### config.mk
export PLATFORM = sky130hd
export DESIGN_NAME = micro_sequencer
export DESIGN_NICKNAME = d
export VERILOG_FILES = /design/src/rtl/usq_pkg.sv /design/src/rtl/usq_stack.sv /design/src/rtl/micro_sequencer.sv
export SDC_FILE = /design/constraint.sdc
export NUM_CORES = 1
export LEC_CHECK = 0
export ABC_CLOCK_PERIOD_IN_PS = 2900
export BUFFER_PORTS_ARGS = -buffer_cell sky130_fd_sc_hd__buf_2
export CAP_MARGIN = 15
export CORE_UTILIZATION = 57
export CTS_CLUSTER_DIAMETER = 40
export DETAILED_ROUTE_END_ITERATION = 16
export PLACE_DENSITY = 0.91
export SKIP_LAST_GASP = 1
export SYNTH_ARGS = -nofsm -noshare
export SYNTH_HDL_FRONTEND = slang
export SYNTH_SLANG_ARGS = --single-unit
export TNS_END_PERCENT = 100
### constraint.sdc
create_clock -name CLK -period 2.9 [get_ports CLK]
set_input_delay 0.29 -clock CLK [delete_from_list [all_inputs] [get_ports CLK]]
set_output_delay 0.29 -clock CLK [all_outputs]
set_load 0.03 [all_outputs]
### src/rtl/usq_pkg.sv
// Shared encodings for the microprogram sequencer: next-state modes and
// the instruction-register field used for dispatch.
package usq_pkg;

    typedef enum logic [2:0] {
        MODE_INC      = 3'd0,
        MODE_JUMP     = 3'd1,
        MODE_DISPATCH = 3'd2,
        MODE_COND     = 3'd3,
        MODE_WAIT     = 3'd4,
        MODE_CALL     = 3'd5,
        MODE_RET      = 3'd6,
        MODE_FETCH    = 3'd7
    } ns_mode_e;

    localparam int DISP_HI = 27;
    localparam int DISP_LO = 24;

endpackage

### src/rtl/usq_stack.sv
// Return-address LIFO for micro-subroutine calls; push/pop/clear with
// full/empty flags and a synchronous active-high reset of the pointer.
module usq_stack #(
    parameter int DEPTH = 4,
    parameter int WIDTH = 8
) (
    input  logic             i_clk,
    input  logic             i_clr,
    input  logic             i_push,
    input  logic             i_pop,
    input  logic             i_clear,
    input  logic [WIDTH-1:0] i_data,
    output logic [WIDTH-1:0] o_data,
    output logic             o_full,
    output logic             o_empty
);
    import usq_pkg::*;

    localparam int SP_W  = $clog2(DEPTH + 1);
    localparam int IDX_W = (DEPTH > 1) ? $clog2(DEPTH) : 1;

    logic [WIDTH-1:0] r_mem [DEPTH];
    logic [SP_W-1:0]  r_sp;
    logic [IDX_W-1:0] w_wr_idx;
    logic [IDX_W-1:0] w_rd_idx;

    assign w_wr_idx = IDX_W'(r_sp);
    assign w_rd_idx = IDX_W'(r_sp - SP_W'(1));
    assign o_full   = (r_sp == SP_W'(DEPTH));
    assign o_empty  = (r_sp == '0);
    assign o_data   = r_mem[w_rd_idx];

    // NOTE: sequential state uses non-blocking assignments so every register samples pre-edge values.
    always_ff @(posedge i_clk) begin
        if (i_clr || i_clear) begin
            r_sp <= '0;
        end else if (i_push && !o_full) begin
            r_sp <= r_sp + SP_W'(1);
        end else if (i_pop && !o_empty) begin
            r_sp <= r_sp - SP_W'(1);
        end
    end

    // NOTE: storage is left unreset; entries above the pointer are never read, so only r_sp needs clearing.
    always_ff @(posedge i_clk) begin
        if (i_push && !o_full) begin
            r_mem[w_wr_idx] <= i_data;
        end
    end

endmodule

### src/rtl/micro_sequencer.sv
// Microprogram sequencer: next-address selection, state register, MOC wait
// timeout and sticky fault flags around a return-address stack.
module micro_sequencer
    import usq_pkg::*;
#(
    parameter int                ADDR_W      = 8,
    parameter int                IR_W        = 32,
    parameter int                STACK_DEPTH = 4,
    parameter int                MOC_TIMEOUT = 15,
    parameter logic [ADDR_W-1:0] FAULT_ADDR  = '1
) (
    input  logic              CLK,
    input  logic              CLR,
    input  logic              moc,
    input  logic [IR_W-1:0]   ir,
    input  logic              cond,
    input  logic [2:0]        ns_mode,
    input  logic              ns_inv,
    input  logic [ADDR_W-1:0] ns_target,
    output logic [ADDR_W-1:0] state,
    output logic              waiting,
    output logic              mem_err,
    output logic              stack_err
);
    localparam int CNT_W = (MOC_TIMEOUT < 2) ? 1 : $clog2(MOC_TIMEOUT);

    ns_mode_e          w_mode;
    logic [ADDR_W-1:0] r_state;
    logic [ADDR_W-1:0] w_next;
    logic [ADDR_W-1:0] w_inc;
    logic [CNT_W-1:0]  r_wait_cnt;
    logic [CNT_W-1:0]  w_wait_cnt_next;
    logic              r_mem_err;
    logic              r_stack_err;
    logic              w_set_mem_err;
    logic              w_set_stack_err;
    logic              w_push;
    logic              w_pop;
    logic              w_clear;
    logic              w_moc_ok;
    logic              w_timed_out;
    logic [ADDR_W-1:0] w_top;
    logic              w_full;
    logic              w_empty;

    assign w_mode      = ns_mode_e'(ns_mode);
    assign w_inc       = r_state + ADDR_W'(1);
    assign w_moc_ok    = moc ^ ns_inv;
    assign w_timed_out = (MOC_TIMEOUT != 0) && (r_wait_cnt == CNT_W'(MOC_TIMEOUT - 1));

    assign state     = r_state;
    assign waiting   = (w_mode == MODE_WAIT) && !w_moc_ok;
    assign mem_err   = r_mem_err;
    assign stack_err = r_stack_err;

    usq_stack #(
        .DEPTH (STACK_DEPTH),
        .WIDTH (ADDR_W)
    ) u_stack (
        .i_clk   (CLK),
        .i_clr   (CLR),
        .i_push  (w_push),
        .i_pop   (w_pop),
        .i_clear (w_clear),
        .i_data  (w_inc),
        .o_data  (w_top),
        .o_full  (w_full),
        .o_empty (w_empty)
    );

    // NOTE: every signal gets a default before the case so no path leaves one unassigned (no latches).
    always_comb begin
        w_next          = w_inc;
        w_wait_cnt_next = '0;
        w_push          = 1'b0;
        w_pop           = 1'b0;
        w_clear         = 1'b0;
        w_set_mem_err   = 1'b0;
        w_set_stack_err = 1'b0;
        unique case (w_mode)
            MODE_INC:      w_next = w_inc;
            MODE_JUMP:     w_next = ns_target;
            MODE_DISPATCH: w_next = ns_target + ADDR_W'(ir[DISP_HI:DISP_LO]);
            MODE_COND:     w_next = (cond ^ ns_inv) ? ns_target : w_inc;
            MODE_WAIT: begin
                if (w_moc_ok) begin
                    w_next = w_inc;
                end else if (w_timed_out) begin
                    w_next        = FAULT_ADDR;
                    w_set_mem_err = 1'b1;
                end else begin
                    w_next          = r_state;
                    w_wait_cnt_next = r_wait_cnt + CNT_W'(1);
                end
            end
            MODE_CALL: begin
                if (w_full) begin
                    w_next          = FAULT_ADDR;
                    w_set_stack_err = 1'b1;
                end else begin
                    w_push = 1'b1;
                    w_next = ns_target;
                end
            end
            MODE_RET: begin
                if (w_empty) begin
                    w_next          = FAULT_ADDR;
                    w_set_stack_err = 1'b1;
                end else begin
                    w_pop  = 1'b1;
                    w_next = w_top;
                end
            end
            MODE_FETCH: begin
                w_next  = '0;
                w_clear = 1'b1;
            end
        endcase
    end

    always_ff @(posedge CLK) begin
        if (CLR) begin
            r_state     <= '0;
            r_wait_cnt  <= '0;
            r_mem_err   <= 1'b0;
            r_stack_err <= 1'b0;
        end else begin
            r_state     <= w_next;
            r_wait_cnt  <= w_wait_cnt_next;
            r_mem_err   <= r_mem_err | w_set_mem_err;
            r_stack_err <= r_stack_err | w_set_stack_err;
        end
    end

endmodule

==> Word-level counts from Yosys, hierarchy flattened <==
Memory sizes are Yosys's and may differ from the RTL's.
Index checks and enable logic that the tools add are counted.
{ "word_totals": {"regBits": 17, "ramBits": 32, "input_bits": 48, "wordCells": 58, "memories": 1} }
{ "mem_list": {"columns": ["memory", "depth", "width", "rd", "rd_ports_with_merged_regs", "wr", "line", "text"], "rows": [
  ["u_stack.r_mem", 4, 8, 1, 0, 1, "usq_stack.sv:22", "logic [WIDTH-1:0] r_mem [DEPTH];"]
]} }
{ "op_classes": {"add_sub_neg": 5, "eq_ne": 10, "muxes": 21, "n_bitwise": 5, "reduce_logical": 11} }
{ "op_table": {"columns": ["op", "count"], "rows": [
  ["case mux 8 bit (8 select lines)", 1],
  ["two-way mux 8 bit", 5],
  ["equality test 3 bit (second input constant)", 5],
  ["two-way mux 1 bit", 12],
  ["adder 8 x 1 -> 8 bit (second input constant)", 1],
  ["adder 8 x 4 -> 8 bit", 1],
  ["equality test 3 x 2 -> 1 bit (second input constant)", 2],
  ["zero test 3 bit", 2],
  ["two-way mux 3 bit", 2],
  ["adder 4 x 1 -> 4 bit (second input constant)", 1],
  ["equality test 4 bit (second input constant)", 1],
  ["OR reduction 4 bit", 1],
  ["adder 3 x 1 -> 3 bit (second input constant)", 1],
  ["equality test 3 x 1 -> 1 bit (second input constant)", 1],
  ["logical AND 1 bit", 3],
  ["zero test 1 bit", 3],
  ["inequality test 3 bit (second input constant)", 1],
  ["subtractor 3 x 1 -> 3 bit (second input constant)", 1],
  ["bitwise OR 1 bit", 2],
  ["case mux 1 bit (2 select lines)", 1],
  ["nonzero test 2 bit", 1],
  ["XOR 1 bit", 2],
  ["logical OR 1 bit", 1],
  ["NOT 1 bit", 1]
]} }

==> Longest topological paths before layout <==
Gate-level depths: netlist of the first run.
{ "depth": {"word_depth": 6, "mapped_depth": 9, "depth_no_buf": 7} }

==> Hierarchy <==
A second synthesis of the first run with hierarchy kept.
{ "unflattened": {"hier_cells": 231, "hier_area_um2": 2633.8} }
{ "by_module_without_submodules": {"columns": ["mod", "n_inst", "cells_per_inst", "area_each_um2", "seq_area_each_um2"], "rows": [
  ["usq_stack", 1, 76, 1456.4, 1021.0],
  ["micro_sequencer", 1, 155, 1177.4, 280.3]
]} }

==> Worst setup path after synthesis of the first run <==
Ideal clock, no wire load.
{ "synth_path": {"kind": "register to register", "from": "register u_stack.r_sp[0]", "to": "register r_state[6], in the netlist state[6]", "setup_ns": 0.134, "arrival_time_ns": 1.860, "required_time_ns": 2.766, "slack_ns": 0.906, "path_stages_with_launch": 10, "synth_period_minus_slack_ns": 1.994, "cell_sequence": "dfxtp_1 buf_4 inv_1 ha_1 buf_4 buf_6 mux2i_1 nand3_1 a221oi_1 a311oi_1"} }
{ "synth_between": {"elab_chain_cells": 4, "elab_cells_between_ends": 7} }
{ "synth_lines": {"columns": ["item", "line", "text"], "rows": [
  ["start, declared", "usq_stack.sv:23", "logic [SP_W-1:0] r_sp;"],
  ["start signal, assigned", "usq_stack.sv:38", "r_sp <= r_sp + SP_W'(1);"],
  ["start signal, assigned", "usq_stack.sv:40", "r_sp <= r_sp - SP_W'(1);"],
  ["subtractor 3 x 1 -> 3 bit", null, null],
  ["memory read (4 x 8 bit)", null, null],
  ["two-way mux 8 bit", "micro_sequencer.sv:106", "if (w_empty) begin"],
  ["case mux 8 bit (8 select lines) (*)", "micro_sequencer.sv:80", "unique case (w_mode)"],
  ["end signal, assigned", "micro_sequencer.sv:128", "r_state <= w_next;"],
  ["end, declared", "micro_sequencer.sv:28", "logic [ADDR_W-1:0] r_state;"]
]} }
Mark *: on every way between the ends. The rest lies on a longest branch, timed or not.
A chain may end at the register's enable or synchronous reset.

==> Final worst setup path of the first run <==
{ "layout_path": {"from": "register u_stack.r_sp[0]", "to": "register r_state[5], in the netlist state[5]"} }
Same word-level chain as after synthesis.

==> results of run 1 <==
## per-layer routing
metal / routed length (um) / part of all wire [%] / vias up
met5: 0 / 0 / -
met2: 2870 / 47 / 114
met1: 2530 / 42 / 1041
li1: - / - / 1006
met3: 557 / 9.2 / 16
met4: 122 / 2.0 / 0
## cell families after synthesis
| group | after synthesis | synth area share [%] |
|---|---|---|
| XOR/XNOR | 15 | 5.77 |
| AND/OR/NAND/NOR | 82 | 15.9 |
| flip-flops | 49 | 46.5 |
| AO/OA/AOI/OAI | 63 | 16.3 |
| multiplexers | 12 | 6.12 |
| buffers and inverters | 17 | 3.40 |
| adder cells (fa/ha/maj) | 13 | 6.08 |
## per-stage QoR
| stage | area (um^2) | power (mW) | setup WS (ns) | std cells | hold WS (ns) |
|---|---|---|---|---|---|
| after floorplan | 2800 | 1.01 | 0.906 | 251 | 0.362 |
| after global placement | 2980 | 1.08 | 0.654 | 340 | 0.450 |
| after detailed placement | 2980 | 1.09 | 0.581 | 340 | 0.462 |
| after CTS | 3070 | 1.52 | 0.538 | 348 | 0.317 |
| after global routing | 3070 | 1.58 | 0.332 | 348 | 0.333 |
| final | 3070 | 1.51 | 0.509 | 348 | 0.323 |
## final timing paths
kind | slack, ns | start | to
worst max-delay path | 0.51 | u_stack.r_sp[0]$_SDFFE_PP0P_ | state[5]$_SDFFE_PP0P_
worst min-delay path | 0.32 | CLR | mem_err$_SDFF_PP0_
worst max register to register | 0.51 | u_stack.r_sp[0]$_SDFFE_PP0P_ | state[5]$_SDFFE_PP0P_
worst min register to register | 0.48 | mem_err$_SDFF_PP0_ | mem_err$_SDFF_PP0_
## worst max-delay path: stages (launching register included)
cell and delay (ns):
dfxtp_1 0.33, inv_1 0.13, ha_1 0.81, nor2b_1 0.14
a2111oi_2 0.34, a311oi_1 0.14, a211oi_1 0.25, a311oi_1 0.12
## area by class of cell
class                           instances  area share (%)
Multi-Input combinational cell        185            45.6
Timing Repair Buffer                   31            5.13
Sequential cell                        49            42.3
Tap cell                               67            2.73
Clock buffer                            5            2.24
Clock inverter                          3           0.936
Inverter                                8           0.977
## cell usage after synthesis, drive strengths merged (2+ instances only)
library cell and instances:
a2111oi 3, a211oi 5, a21o 3, a21oi 11, a221oi 2, a22oi 2
a311oi 9, a31oi 3, a41oi 2, and2 4, and2b 2, and3 4
buf 7, clkbuf 2, dfxtp 17, edfxtp 32, ha 12, inv 8
mux2i 7, mux4 4, nand2 15, nand2b 4, nand3 11, nand3b 3
nor2 24, nor2b 3, nor3 8, o21ai 13, o21bai 2, o22ai 3
xnor2 9, xor2 6
## sequential cells by signal (all words and copies together) (netlist names)
register	flops
u_stack.r_mem	32
mem_err	1
stack_err	1
r_wait_cnt	4
u_stack.r_sp	3
state	8
## power by group through the flow
| stage | sequential, mW | clock (mW) | combinational [mW] |
|---|---|---|---|
| finish | 0.797 | 0.433 | 0.283 |
| detailed placement | 0.813 | 0 | 0.275 |
| CTS | 0.797 | 0.440 | 0.279 |
| global route | 0.800 | 0.470 | 0.307 |
| global placement | 0.812 | 0 | 0.268 |
| floorplan | 0.833 | 0 | 0.178 |
==> impl_metrics.yaml, run 1 <==
global_route:
  grtUsageMet1_pct: 34.6
  grt_first_pass_wirelength_um: 9740
  use_met2_pct: 38.1
  busiest_layer: "met2"
  met3_usage_pct: 6.11
  grt_antenna_before_repair: 0
  grt_max_degree: 21
  grt.total_usage_pct: 24.9
  grt_pass1_vias: 1958
  gr-total-overflow: 0
final_layout:
  nFillCells: 358
  final_common_cell: "edfxtp_1"
  multiInputGateArea_um2: 1400
  fin_util_pct: 65.1
  diodes: 0
  nets: 341
  most-common-layout-cells: "32 x edfxtp_1, 30 x buf_2, 24 x nor2_1"
  layout-drive-gt1-share_pct: 22.8
  syn_to_final_growth_pct: 9.79
  regArea_um2: 1300
yosys:
  synth.avg_cell_area_um2: 11.2
  synthesis.area_um2: 2800
  netlist.top_cell.by_area: "edfxtp_1"
  yosysUniqueCellTypes: 54
  syn_nets: 312
  synth_ff_type: "edfxtp_1"
  async_flop_share_pct: 0
  yosys_warnings: 0
  synth_top_cell_area_share_pct: 34.3
  synthTopCellsByArea: "edfxtp_1 34%, dfxtp_1 12%, ha_1 5.4%"
  synth-seq-cells: 49
  synthCells: 251
  synth_seq_area_share_pct: 46.5
  synth_edf_count: 32
floorplan:
  core_area_um2: 4720
  io_pins: 59
  dieHeight_um: 72.1
  initial_utilization_pct: 59.3
  rows: 25
  dieArea_um2: 5190
  die_w_um: 72.1
pwr:
  p_int_mw: 1.06
  pwr-share-comb_pct: 18.7
  p_sw_mw: 0.455
  p_seq_share_pct: 52.7
  p_leak_nw: 1.17
  cellPowerDensity_nw_per_um2: 493
  pwr-share-clk_pct: 28.6
  sw_frac_of_total_pct: 30.0
  peakVddDrop_uv: 331
clocking:
  ctsResizeCount: 0
  cts.path.max_buffers: 2
  postCtsSetupRepairBufs: 0
  clock-sinks: 49
  cts_buffers: 5
  insertion_delay_ns: 0.32
  ctsHoldBuffers: 0
  htree_levels: 2
  cts_tree: "built"
  clk_pin_slew_worst_paths_ns: 0.10
  cts-root-buf: "clkbuf_8"
critical_path:
  required_ns: 3.09
  crit_type: "reg2reg"
  crit_arrival_ns: 2.58
  worst_setup_path_end_kind: "register"
  crit_fanout: 17
  worstSetupStartpointType: "register"
  r2r_cells: 7
job:
  drv_cap: 0
sta:
  skew_ns: 0.00931
  drv_slew: 0
  hold_viol_final: 0
  grt_setup_unrepaired: "no"
  timing.fmax_mhz: 418
  period_needed_ns: 2.39
  worst_pin_slew_ns: 0.747
  fin_tns_setup_ns: 0
  slew_headroom_pct: 50.2
  post-route-period-util_pct: 82.5
  setup_viol_count_final: 0
outcome:
  outcome: "complete, no violations"
place:
  port_buffers: 30
  gp_congestion: 0.866
  hpwl_um: 4230
drt:
  wl_per_cell_um: 17.5
  drcViolationCount: 0
  drtIter0Drc: 313
  ant_nets: 0
  firstDrtPassIters: 6
  routed_wirelength_um: 6080
  via_per_inst: 6.26
  vias: 2177
min_path:
  min_path_type: "in2reg"
  min_path_cells: 2
Note: power is estimated with default switching activity, not from simulation.
==> run 2, diff against run 1 <==
--- a/config.mk
+++ b/config.mk
@@ -5,13 +5,13 @@
 export SDC_FILE = /design/constraint.sdc
 export NUM_CORES = 1
 export LEC_CHECK = 0
-export ABC_CLOCK_PERIOD_IN_PS = 2900
+export ABC_CLOCK_PERIOD_IN_PS = 2420
 export BUFFER_PORTS_ARGS = -buffer_cell sky130_fd_sc_hd__buf_2
 export CAP_MARGIN = 15
-export CORE_UTILIZATION = 57
+export CORE_UTILIZATION = 55
 export CTS_CLUSTER_DIAMETER = 40
 export DETAILED_ROUTE_END_ITERATION = 16
-export PLACE_DENSITY = 0.91
+export PLACE_DENSITY = 0.88
 export SKIP_LAST_GASP = 1
 export SYNTH_ARGS = -nofsm -noshare
 export SYNTH_HDL_FRONTEND = slang
==> constraint.sdc (replaced) <==
create_clock -name CLK -period 2.42 [get_ports CLK]
set_input_delay 0.242 -clock CLK [delete_from_list [all_inputs] [get_ports CLK]]
set_output_delay 0.242 -clock CLK [all_outputs]
set_load 0.03 [all_outputs]
==> run 2 against run 1 <==
  * Highest routed layer unchanged
  * Critical path depth decreased by 2
  * Clock skew decreased by 0.0022 ns
  * Fmax increased by 11%
  * Via count about the same
  * Sequential power increased by 20%
  * Combinational power increased by 22%
  * Clock-buffer cell count unchanged
  * Sequential cell count unchanged
  * Total power increased by 31%
  * Critical endpoint is now state[1]$_SDFFE_PP0P_
  * Register-to-register slack got worse by 0.25 ns
==> impl_metrics.yaml, run 2 (synthesis results as in run 1) <==
sta:
  timing.fmax_mhz: 463
  setup_viol_count_final: 0
  hold_viol_final: 0
  worst_pin_slew_ns: 0.814
  fin_tns_setup_ns: 0
  period_needed_ns: 2.16
  grt_setup_unrepaired: "no"
  drv_slew: 0
  slew_headroom_pct: 44.3
  skew_ns: 0.00715
  post-route-period-util_pct: 89.2
final_layout:
  final_common_cell: "edfxtp_1"
  layout.cells.non_filler: 350
  nFillCells: 413
  largest-register: "u_stack.r_mem"
  diodes: 0
  nets: 343
  largest_register_ffs: 32
  syn_to_final_growth_pct: 11.6
  regArea_um2: 1300
  layout-drive-gt1-share_pct: 23.3
  multiInputGateArea_um2: 1400
  most-common-layout-cells: "32 x edfxtp_1, 30 x buf_2, 24 x nor2_1"
clocking:
  cts_tree: "built"
  cts-root-buf: "clkbuf_8"
  postCtsSetupRepairBufs: 0
  cts_buffers: 5
  clk_pin_slew_worst_paths_ns: 0.09
  ctsHoldBuffers: 0
  ctsResizeCount: 0
  htree_levels: 2
  clock-sinks: 49
  insertion_delay_ns: 0.31
  cts.path.max_buffers: 2
place:
  port_buffers: 30
  gp_congestion: 0.854
  hpwl_um: 4380
  placedCellCount: 342
floorplan:
  die_w_um: 73.3
  core_area_um2: 4820
  initial_utilization_pct: 58.1
  dieArea_um2: 5380
  dieHeight_um: 73.3
  rows: 25
  io_pins: 59
global_route:
  grt_max_degree: 21
  grt_pass1_vias: 2055
  grt_antenna_before_repair: 0
  grt_first_pass_wirelength_um: 10100
  grt.total_usage_pct: 25.7
  gr-total-overflow: 0
drt:
  ant_nets: 0
  via_per_inst: 6.22
  drcViolationCount: 0
  wl_per_cell_um: 17.7
  drtIter0Drc: 272
  vias: 2176
  firstDrtPassIters: 5
  routed_wirelength_um: 6190
critical_path:
  worst_setup_path_end_kind: "register"
  worstSetupStartpointType: "register"
  required_ns: 2.57
  crit_arrival_ns: 2.31
  crit_type: "reg2reg"
  crit_fanout: 8
pwr:
  pwr-share-clk_pct: 34.3
  sw_frac_of_total_pct: 25.9
  p_leak_nw: 1.20
  pwr-share-comb_pct: 17.4
  p_sw_mw: 0.513
  p_seq_share_pct: 48.3
  p_int_mw: 1.47
  peakVddDrop_uv: 687
  cellPowerDensity_nw_per_um2: 634
min_path:
  min_path_type: "in2reg"
outcome:
  outcome: "complete, no violations"
job:
  drv_cap: 0
[run 2: cell count changes in the layout (fill, tap and decap cells not counted)]
cell,delta
buf_4,+2
bufinv_16,+2
clkinv_2,+1
clkinv_4,-1
inv_6,-1
inv_8,-1
[run 2: final timing paths]
path / start / to / slack, ns / cells after the start
max: state[0]$_SDFFE_PP0P_ / state[1]$_SDFFE_PP0P_ / 0.26 / 5
min: CLR / stack_err$_SDFF_PP0_ / 0.29 / 2
max reg2reg: state[0]$_SDFFE_PP0P_ / state[1]$_SDFFE_PP0P_ / 0.26 / 5
min reg2reg: stack_err$_SDFF_PP0_ / stack_err$_SDFF_PP0_ / 0.48 / 2
[run 2: power groups by stage]
stage	clock network, mW	logic [mW]	registers, mW
after CTS	0.686	0.340	0.956
after detailed placement	0	0.337	0.974
after global routing	0.710	0.375	0.960
final	0.679	0.344	0.957
after floorplan	0	0.214	0.998
after global placement	0	0.326	0.973
[run 2: cell type report]
class | count | area share, %
multi-input cells | 185 | 44.9
flip-flops and latches | 49 | 41.6
repair buffers | 33 | 5.53
well taps | 67 | 2.68
clock buffers | 5 | 2.20
clock inverters | 3 | 2.08
inverters | 8 | 0.961
[run 2: routing by layer]
metal / GRT usage (%) / vias up / share of wire (%)
li1: - / 1010 / -
met1: 35.1 / 1033 / 40
met2: 40.4 / 119 / 48
met3: 4.66 / 14 / 9.4
met4: 11.3 / 0 / 2.6
met5: 0 / - / 0
[run 2: worst max-delay path: stages (launching register included)]
cell       delay, ns
dfxtp_1         0.56
ha_1            0.39
nand2b_1        0.11
a21oi_1         0.06
a2111oi_0       0.72
a211oi_1        0.17
[run 2: stage by stage]
stage          setup WS (ns)  area [um^2]  utilization, %  power (mW)  hold WS [ns]
6_report               0.260         3120            64.9        1.98         0.293
5_1_grt               0.0951         3120            64.9        2.04         0.314
4_1_cts                0.276         3120            64.9        1.98         0.290
3_5_place_dp           0.184         2990            62.1        1.31         0.459
3_3_place_gp           0.321         2990            62.1        1.30         0.455
2_1_floorplan          0.426         2800               -        1.21         0.314
